==> config.mk <==
export PLATFORM = sky130hd
export DESIGN_NAME = uart_rx_cfg
export DESIGN_NICKNAME = d
export VERILOG_FILES = /design/src/rtl/uart_rx_cfg_pkg.sv /design/src/rtl/uart_rx_cfg_sampler.sv /design/src/rtl/uart_rx_cfg.sv
export SDC_FILE = /design/constraint.sdc
export NUM_CORES = 1
export LEC_CHECK = 0
export CORE_MARGIN = 2
export CORE_UTILIZATION = 50
export DETAILED_ROUTE_END_ITERATION = 12
export GPL_ROUTABILITY_DRIVEN = 0
export PLACE_DENSITY_LB_ADDON = 0.15
export SLEW_MARGIN = 20
export SYNTH_ARGS = -nofsm -noshare
export SYNTH_HDL_FRONTEND = slang
export SYNTH_SLANG_ARGS = --single-unit
==> constraint.sdc <==
create_clock -name clk -period 3.5 [get_ports clk]
set_input_delay 0.7 -clock clk [delete_from_list [all_inputs] [get_ports clk]]
set_output_delay 0.7 -clock clk [all_outputs]
set_load 0.02 [all_outputs]
==> src/rtl/uart_rx_cfg_pkg.sv <==
// Shared encodings for the configurable UART receiver: parity modes,
// receiver state names and configuration limits.
package uart_rx_cfg_pkg;

  // Parity mode encodings as seen on cfg_parity (3 also means none).
  localparam logic [1:0] UART_PARITY_NONE = 2'd0;
  localparam logic [1:0] UART_PARITY_EVEN = 2'd1;
  localparam logic [1:0] UART_PARITY_ODD  = 2'd2;

  // Smallest divisor that still leaves room for three samples plus a vote.
  localparam int UART_RX_MIN_DIVISOR  = 4;
  localparam int UART_RX_MIN_DATABITS = 5;

  typedef enum logic [2:0] {
    RX_IDLE,
    RX_START,
    RX_DATA,
    RX_PARITY,
    RX_STOP,
    RX_BRK_WAIT
  } rx_state_e;

  // True when the latched mode carries a parity bit.
  function automatic logic parity_enabled(input logic [1:0] mode);
    return (mode == UART_PARITY_EVEN) || (mode == UART_PARITY_ODD);
  endfunction

endpackage

==> src/rtl/uart_rx_cfg_sampler.sv <==
// Line conditioning for the receiver: 2-FF synchroniser, falling-edge
// detect, per-bit counter and 3-sample majority vote.
module uart_rx_cfg_sampler #(
  parameter int DIV_W = 16
) (
  input  logic             clk,
  input  logic             rst,
  input  logic             rx_pin,
  input  logic [DIV_W-1:0] divisor,
  input  logic             restart,
  output logic             start_edge,
  output logic             bit_strobe,
  output logic             bit_value,
  output logic             line_level
);

  logic             sync1;
  logic             sync2;
  logic             line_d;
  logic [1:0]       fill;
  logic [DIV_W-1:0] cnt;
  logic [DIV_W-1:0] half;
  logic             samp0;
  logic             samp1;

  assign half = divisor >> 1;

  // Synchroniser and edge history. line_d is held low until the
  // synchroniser holds real pin samples, so a line that is low coming out
  // of reset never looks like a 1->0 edge.
  always_ff @(posedge clk) begin
    if (rst) begin
      sync1  <= 1'b1;
      sync2  <= 1'b1;
      fill   <= 2'b00;
      line_d <= 1'b0;
    end else begin
      sync1  <= rx_pin;
      sync2  <= sync1;
      fill   <= {fill[0], 1'b1};
      line_d <= fill[1] ? sync2 : 1'b0;
    end
  end

  assign start_edge = line_d & ~sync2;
  assign line_level = sync2;

  // Bit-period counter, realigned to the start edge. Samples are taken
  // from line_d, which lines count 0 up with the first clock of each bit.
  always_ff @(posedge clk) begin
    if (rst) begin
      cnt <= '0;
    end else if (restart) begin
      cnt <= '0;
    end else if (cnt >= divisor - DIV_W'(1)) begin
      cnt <= '0;
    end else begin
      cnt <= cnt + DIV_W'(1);
    end
  end

  // Capture the first two of the three mid-bit samples.
  always_ff @(posedge clk) begin
    if (rst) begin
      samp0 <= 1'b1;
      samp1 <= 1'b1;
    end else begin
      if (cnt == half - DIV_W'(1)) samp0 <= line_d;
      if (cnt == half)             samp1 <= line_d;
    end
  end

  assign bit_strobe = (cnt == half + DIV_W'(1));
  assign bit_value  = (samp0 & samp1) | (samp0 & line_d) | (samp1 & line_d);

endmodule

==> src/rtl/uart_rx_cfg.sv <==
// Runtime-configurable UART receiver: frame state machine, data assembly,
// parity/framing/break checks and a one-deep output register.
// out_valid/out_ready: a word transfers on every cycle where both are high;
// while out_valid is high and out_ready low, out_data and the flags hold.
module uart_rx_cfg
  import uart_rx_cfg_pkg::*;
#(
  parameter int DATA_W = 16,
  parameter int DIV_W  = 16
) (
  input  logic              clk,
  input  logic              rst,
  input  logic              rx_pin,
  input  logic [DIV_W-1:0]  cfg_divisor,
  input  logic [4:0]        cfg_databits,
  input  logic [1:0]        cfg_parity,
  input  logic              cfg_stopbits,
  output logic [DATA_W-1:0] out_data,
  output logic              out_valid,
  input  logic              out_ready,
  output logic              out_frame_err,
  output logic              out_parity_err,
  output logic              out_break,
  output logic              overrun,
  output rx_state_e         dbg_state
);

  rx_state_e         state, state_n;
  logic [DIV_W-1:0]  div_q, div_n;
  logic [4:0]        nbits_q, nbits_n;
  logic [1:0]        par_q, par_n;
  logic              stop2_q, stop2_n;
  logic [4:0]        bit_idx, bit_idx_n;
  logic              stop_idx, stop_idx_n;
  logic [DATA_W-1:0] shift_q, shift_n;
  logic              par_acc, par_acc_n;
  logic              ferr_q, ferr_n;
  logic              perr_q, perr_n;
  logic              brk_q, brk_n;
  logic              word_done;
  logic              start_frame;

  logic              start_edge;
  logic              bit_strobe;
  logic              bit_value;
  logic              line_level;

  logic [DIV_W-1:0]  cfg_div_eff;
  logic [4:0]        cfg_bits_eff;

  assign cfg_div_eff = (cfg_divisor < DIV_W'(UART_RX_MIN_DIVISOR)) ?
                       DIV_W'(UART_RX_MIN_DIVISOR) : cfg_divisor;
  assign cfg_bits_eff = (cfg_databits < 5'(UART_RX_MIN_DATABITS)) ? 5'(UART_RX_MIN_DATABITS) :
                        (cfg_databits > 5'(DATA_W)) ? 5'(DATA_W) : cfg_databits;

  assign dbg_state = state;

  uart_rx_cfg_sampler #(.DIV_W(DIV_W)) u_sampler (
    .clk        (clk),
    .rst        (rst),
    .rx_pin     (rx_pin),
    .divisor    (div_q),
    .restart    (start_frame),
    .start_edge (start_edge),
    .bit_strobe (bit_strobe),
    .bit_value  (bit_value),
    .line_level (line_level)
  );

  // Frame state and per-frame context registers.
  always_ff @(posedge clk) begin
    if (rst) begin
      state    <= RX_IDLE;
      div_q    <= DIV_W'(UART_RX_MIN_DIVISOR);
      nbits_q  <= 5'(UART_RX_MIN_DATABITS);
      par_q    <= UART_PARITY_NONE;
      stop2_q  <= 1'b0;
      bit_idx  <= '0;
      stop_idx <= 1'b0;
      shift_q  <= '0;
      par_acc  <= 1'b0;
      ferr_q   <= 1'b0;
      perr_q   <= 1'b0;
      brk_q    <= 1'b0;
    end else begin
      state    <= state_n;
      div_q    <= div_n;
      nbits_q  <= nbits_n;
      par_q    <= par_n;
      stop2_q  <= stop2_n;
      bit_idx  <= bit_idx_n;
      stop_idx <= stop_idx_n;
      shift_q  <= shift_n;
      par_acc  <= par_acc_n;
      ferr_q   <= ferr_n;
      perr_q   <= perr_n;
      brk_q    <= brk_n;
    end
  end

  // Next-state and frame datapath. A start edge that lands on the final
  // stop vote (possible at the minimum divisor) starts the next frame
  // directly instead of being lost in IDLE.
  always_comb begin
    state_n     = state;
    div_n       = div_q;
    nbits_n     = nbits_q;
    par_n       = par_q;
    stop2_n     = stop2_q;
    bit_idx_n   = bit_idx;
    stop_idx_n  = stop_idx;
    shift_n     = shift_q;
    par_acc_n   = par_acc;
    ferr_n      = ferr_q;
    perr_n      = perr_q;
    brk_n       = brk_q;
    word_done   = 1'b0;
    start_frame = 1'b0;

    case (state)
      RX_IDLE: begin
        if (start_edge) start_frame = 1'b1;
      end
      RX_START: begin
        if (bit_strobe) begin
          if (bit_value) begin
            state_n = RX_IDLE;
          end else begin
            state_n    = RX_DATA;
            bit_idx_n  = '0;
            stop_idx_n = 1'b0;
            shift_n    = '0;
            par_acc_n  = 1'b0;
            ferr_n     = 1'b0;
            perr_n     = 1'b0;
            brk_n      = 1'b1;
          end
        end
      end
      RX_DATA: begin
        if (bit_strobe) begin
          shift_n   = shift_q | (DATA_W'(bit_value) << bit_idx);
          par_acc_n = par_acc ^ bit_value;
          brk_n     = brk_q & ~bit_value;
          if (bit_idx == nbits_q - 5'd1) begin
            state_n = parity_enabled(par_q) ? RX_PARITY : RX_STOP;
          end else begin
            bit_idx_n = bit_idx + 5'd1;
          end
        end
      end
      RX_PARITY: begin
        if (bit_strobe) begin
          perr_n  = (par_acc ^ bit_value) != (par_q == UART_PARITY_ODD);
          brk_n   = brk_q & ~bit_value;
          state_n = RX_STOP;
        end
      end
      RX_STOP: begin
        if (bit_strobe) begin
          if (!bit_value) ferr_n = 1'b1;
          if (!stop_idx) brk_n = brk_q & ~bit_value;
          if (stop_idx == stop2_q) begin
            word_done = 1'b1;
            if (brk_n) begin
              state_n = RX_BRK_WAIT;
            end else if (start_edge) begin
              start_frame = 1'b1;
            end else begin
              state_n = RX_IDLE;
            end
          end else begin
            stop_idx_n = 1'b1;
          end
        end
      end
      RX_BRK_WAIT: begin
        if (line_level) state_n = RX_IDLE;
      end
      default: state_n = RX_IDLE;
    endcase

    if (start_frame) begin
      state_n = RX_START;
      div_n   = cfg_div_eff;
      nbits_n = cfg_bits_eff;
      par_n   = cfg_parity;
      stop2_n = cfg_stopbits;
    end
  end

  // One-deep output register; a word finishing while a held word is
  // unaccepted is dropped and reported through overrun.
  always_ff @(posedge clk) begin
    if (rst) begin
      out_data       <= '0;
      out_valid      <= 1'b0;
      out_frame_err  <= 1'b0;
      out_parity_err <= 1'b0;
      out_break      <= 1'b0;
      overrun        <= 1'b0;
    end else begin
      overrun <= 1'b0;
      if (word_done && (!out_valid || out_ready)) begin
        out_data       <= shift_n;
        out_frame_err  <= ferr_n;
        out_parity_err <= perr_n;
        out_break      <= brk_n;
        out_valid      <= 1'b1;
      end else if (word_done) begin
        overrun <= 1'b1;
      end else if (out_valid && out_ready) begin
        out_valid <= 1'b0;
      end
    end
  end

endmodule
==> impl_metrics.toml <==
[run_status]
status = "complete, no violations"

[placement]
dp_cells = 895
dpl.hpwl_um = 10490
io_buffers = 51

[sta]
fin_skew_ns = 0.01581
worst_slew_pin_slew_ns = 0.8279
drv_slew = 0
setup_viol = 0
maxSlewHeadroom = 0.4481
fin_crit_ns = 3.298
hold_viol_final = 0
post-route-period-util = 0.9423
fmax_mhz = 303.2

[setup_path]
startpoint_type = "flop"
r2r_slack_ns = 0.20
worstSetupEndpoint = "out_parity_err$_SDFFE_PP0P_"
crit_family = "simple AND/OR/NAND/NOR gates"
worst-endpoint-arrival_ns = 3.60
setup.worst_path.start = "div_q[6]$_SDFFE_PP0P_"
worstReg2RegEnd = "out_parity_err$_SDFFE_PP0P_"
path_buf_inv = 2
critPathRequiredTime_ns = 3.80
endpoint_kind = "flop"
path_max_fanout = 36
r2r-start = "div_q[6]$_SDFFE_PP0P_"
worstPathCellList = "and4_1, a21boi_1, or3_1, a2111oi_2, nand4bb_1, buf_4, nor4_4, buf_12, mux2i_1, and2_1"
worst-setup-path-type = "flop to flop"
cp_slowest_cell = "dfxtp_1"
rr_worst_depth = 10
crit_cells = 10
critPathMaxStageDelay_ns = 0.52

[logic_synthesis]
synthCells = 725
ys_warn_count = 0
synth_edf_count = 0
synth-seq-area-share = 0.3340
synth.distinct_cells = 70
ys_async_sr_fraction = 0
ys_ff_latch = 97
synth-main-ff-cell = "dfxtp_1"
avgSynthCellArea_um2 = 8.020
synth_nets = 776
synth.cell_area_um2 = 5814

[global_routing]
grt_pass1_wl_um = 24240
antenna_found_initial = 0
groute.usage.overall = 0.2353
grt-ovfl-total = 0
grt_pass1_vias = 4985
grt_start_max_net_pins = 37

[die]
chipWidth_um = 111.8
initial_core_util = 0.5114
ios = 52
die_y_um = 111.8
die_area_um2 = 12510
rows = 39
coreArea_um2 = 11370

[drt]
dr.pass1.iters = 5
vias = 5351
viasPerCell = 5.874
route.detailed.drc = 0
dr.first_iter.drc_count = 416
drt-wirelength-per-cell_um = 15.76
drt_wl_total_um = 14360
drtAntennaViolNets = 0

[finish]
antennaDiodeCount = 0
num-nets-final = 814
area.growth.synth_to_final_pct = 16.74
post-route-util = 0.5970
drive_above_1_share = 0.08854
seq_area_um2 = 1943
filler_cell_count = 1074
stdcell_count = 911
multi_input_area_um2 = 3562

[job]
drv_cap = 0

[power_and_ir_drop]
p_leak_nw = 2.455
ir_drop_v = 0.0002814
powerDensity_nw_per_um2 = 380.0

[clock_tree]
postCtsSetupRepairBufs = 0
htreeDepth = 3
clockRootBuffer = "clkbuf_16"
clkSinkCount = 97
clk_latency_ns = 0.36
numCtsBuffers = 9
cts_tree = "done"
clk_pin_slew_ns = 0.07
clockBufferDepth = 2

[worst_hold_path]
hp-class = "flop to flop"
-- power by group --
part           internal, mW  switching (mW)
combinational         0.155           0.203
sequential             1.13          0.0390
clock                 0.576           0.479
total                  1.86           0.721
-- per-stage QoR --
| stage | power [mW] | setup slack (ns) | hold slack [ns] | instance area [um2] | setup TNS, ns |
|---|---|---|---|---|---|
| after floorplan | 1.419 | 0.1265 | 0.3895 | 5814 | 0 |
| after global placement | 1.534 | 0.3103 | 0.3920 | 6455 | 0 |
| after detailed placement | 1.542 | 0.2103 | 0.3965 | 6455 | 0 |
| after CTS | 2.590 | 0.2042 | 0.4139 | 6774 | 0 |
| after global routing | 2.688 | -0.001609 | 0.4388 | 6788 | -0.001609 |
| final | 2.580 | 0.2020 | 0.4121 | 6788 | 0 |
-- routing by layer --
layer	wire length, um	part of all wire	GRT usage	up-vias
li1	-	-	-	2655
met1	7055	0.49	0.3333	2510
met2	6308	0.44	0.3632	167
met3	787	0.055	0.04518	19
met4	209	0.015	0.07325	0
met5	0	0	0	-
-- cells in the final DEF, fill, tap and decap left out, types with 4 or more instances in the layout --
cell type / count
or3_1: 8
inv_1: 24
a21oi_1: 53
nor2_1: 72
ha_1: 22
o21a_1: 4
o31ai_1: 4
nand2_1: 66
a31oi_1: 13
o21ai_0: 14
nor4_1: 18
a21o_1: 7
nand4_1: 13
dfxtp_1: 96
xor2_1: 21
a22o_1: 8
clkbuf_16: 9
and2_1: 4
and3_1: 17
a31o_2: 7
nor3_1: 22
clkdlybuf4s50_1: 50
nor2b_1: 9
nand3_1: 40
mux2i_1: 6
xnor2_1: 43
and4_1: 4
buf_4: 21
nand2b_1: 22
-- final cells by class --
class                   count  area share
multi-input cells         557      0.5248
flip-flops and latches     97      0.2863
repair buffers             74      0.1023
clock buffers               9     0.03318
well taps                 143     0.02636
clock inverters             7     0.01382
inverters                  24     0.01327
-- synthesized netlist by cell type, types with 3 or more instances --
cell type | n | area (um2)
and2_1 | 4 | 25.02
and3_1 | 17 | 106.4
a21o_1 | 8 | 60.06
o31ai_1 | 4 | 30.03
ha_1 | 23 | 287.8
a211oi_2 | 3 | 37.54
nor2_1 | 72 | 270.3
buf_2 | 9 | 45.04
or2_2 | 3 | 18.77
buf_4 | 5 | 37.54
o21ai_0 | 14 | 70.07
nor2b_1 | 9 | 56.30
clkbuf_1 | 28 | 105.1
dfxtp_1 | 97 | 1942
nand4_1 | 13 | 81.33
nand2b_1 | 22 | 137.6
and4_1 | 4 | 35.03
buf_6 | 3 | 33.78
nand3_1 | 40 | 200.2
nand2_1 | 66 | 247.7
o2bb2ai_1 | 3 | 26.28
xor2_1 | 21 | 183.9
a21oi_1 | 53 | 265.3
o21a_1 | 4 | 30.03
a31o_2 | 7 | 61.31
nor4_1 | 18 | 112.6
inv_1 | 24 | 90.09
xnor2_1 | 43 | 376.6
or3_1 | 8 | 50.05
a22o_1 | 8 | 70.07
mux2i_1 | 6 | 60.06
nor3_1 | 22 | 110.1
a31oi_1 | 13 | 81.33
a211oi_1 | 3 | 22.52
-- flip-flops by register name, indices dropped and copies added (netlist names), 2 cells and up --
register,cells
shift_q,16
u_sampler.fill,2
div_q,16
out_data,16
u_sampler.cnt,16
bit_idx,5
nbits_q,5
dbg_state,3
par_q,2
-- worst min path at each step --
| stage | startpoint | to | slack, ns | cells past startpoint |
|---|---|---|---|---|
| after floorplan | u_sampler.sync1$_SDFF_PP1_ | u_sampler.line_level$_SDFF_PP1_ | 0.39 | 1 |
| after global placement | u_sampler.sync1$_SDFF_PP1_ | u_sampler.line_level$_SDFF_PP1_ | 0.39 | 1 |
| after detailed placement | u_sampler.sync1$_SDFF_PP1_ | u_sampler.line_level$_SDFF_PP1_ | 0.40 | 1 |
| after CTS | u_sampler.sync1$_SDFF_PP1_ | u_sampler.line_level$_SDFF_PP1_ | 0.41 | 1 |
| after global routing | u_sampler.sync1$_SDFF_PP1_ | u_sampler.line_level$_SDFF_PP1_ | 0.44 | 1 |
| final | u_sampler.sync1$_SDFF_PP1_ | u_sampler.line_level$_SDFF_PP1_ | 0.41 | 1 |
-- what timing repair did --
action | CTS | global route
hold buffers | 0 | 0
gates resized for setup | 0 | 6
setup endpoints to repair | 0 | 29
-- logic make-up (layout without fill, tap and decap cells) --
family / count (synthesis) / count (layout) / synth area share
AO/OA/AOI/OAI: 146 / 146 / 0.1696
buffers and inverters: 71 / 114 / 0.05487
multiplexers: 8 / 8 / 0.01420
adder cells (fa/ha/maj): 24 / 24 / 0.05122
AND/OR/NAND/NOR: 315 / 315 / 0.2797
XOR/XNOR: 64 / 64 / 0.09641
flip-flops: 97 / 97 / 0.3340
Power figures use the tool's default switching activity.
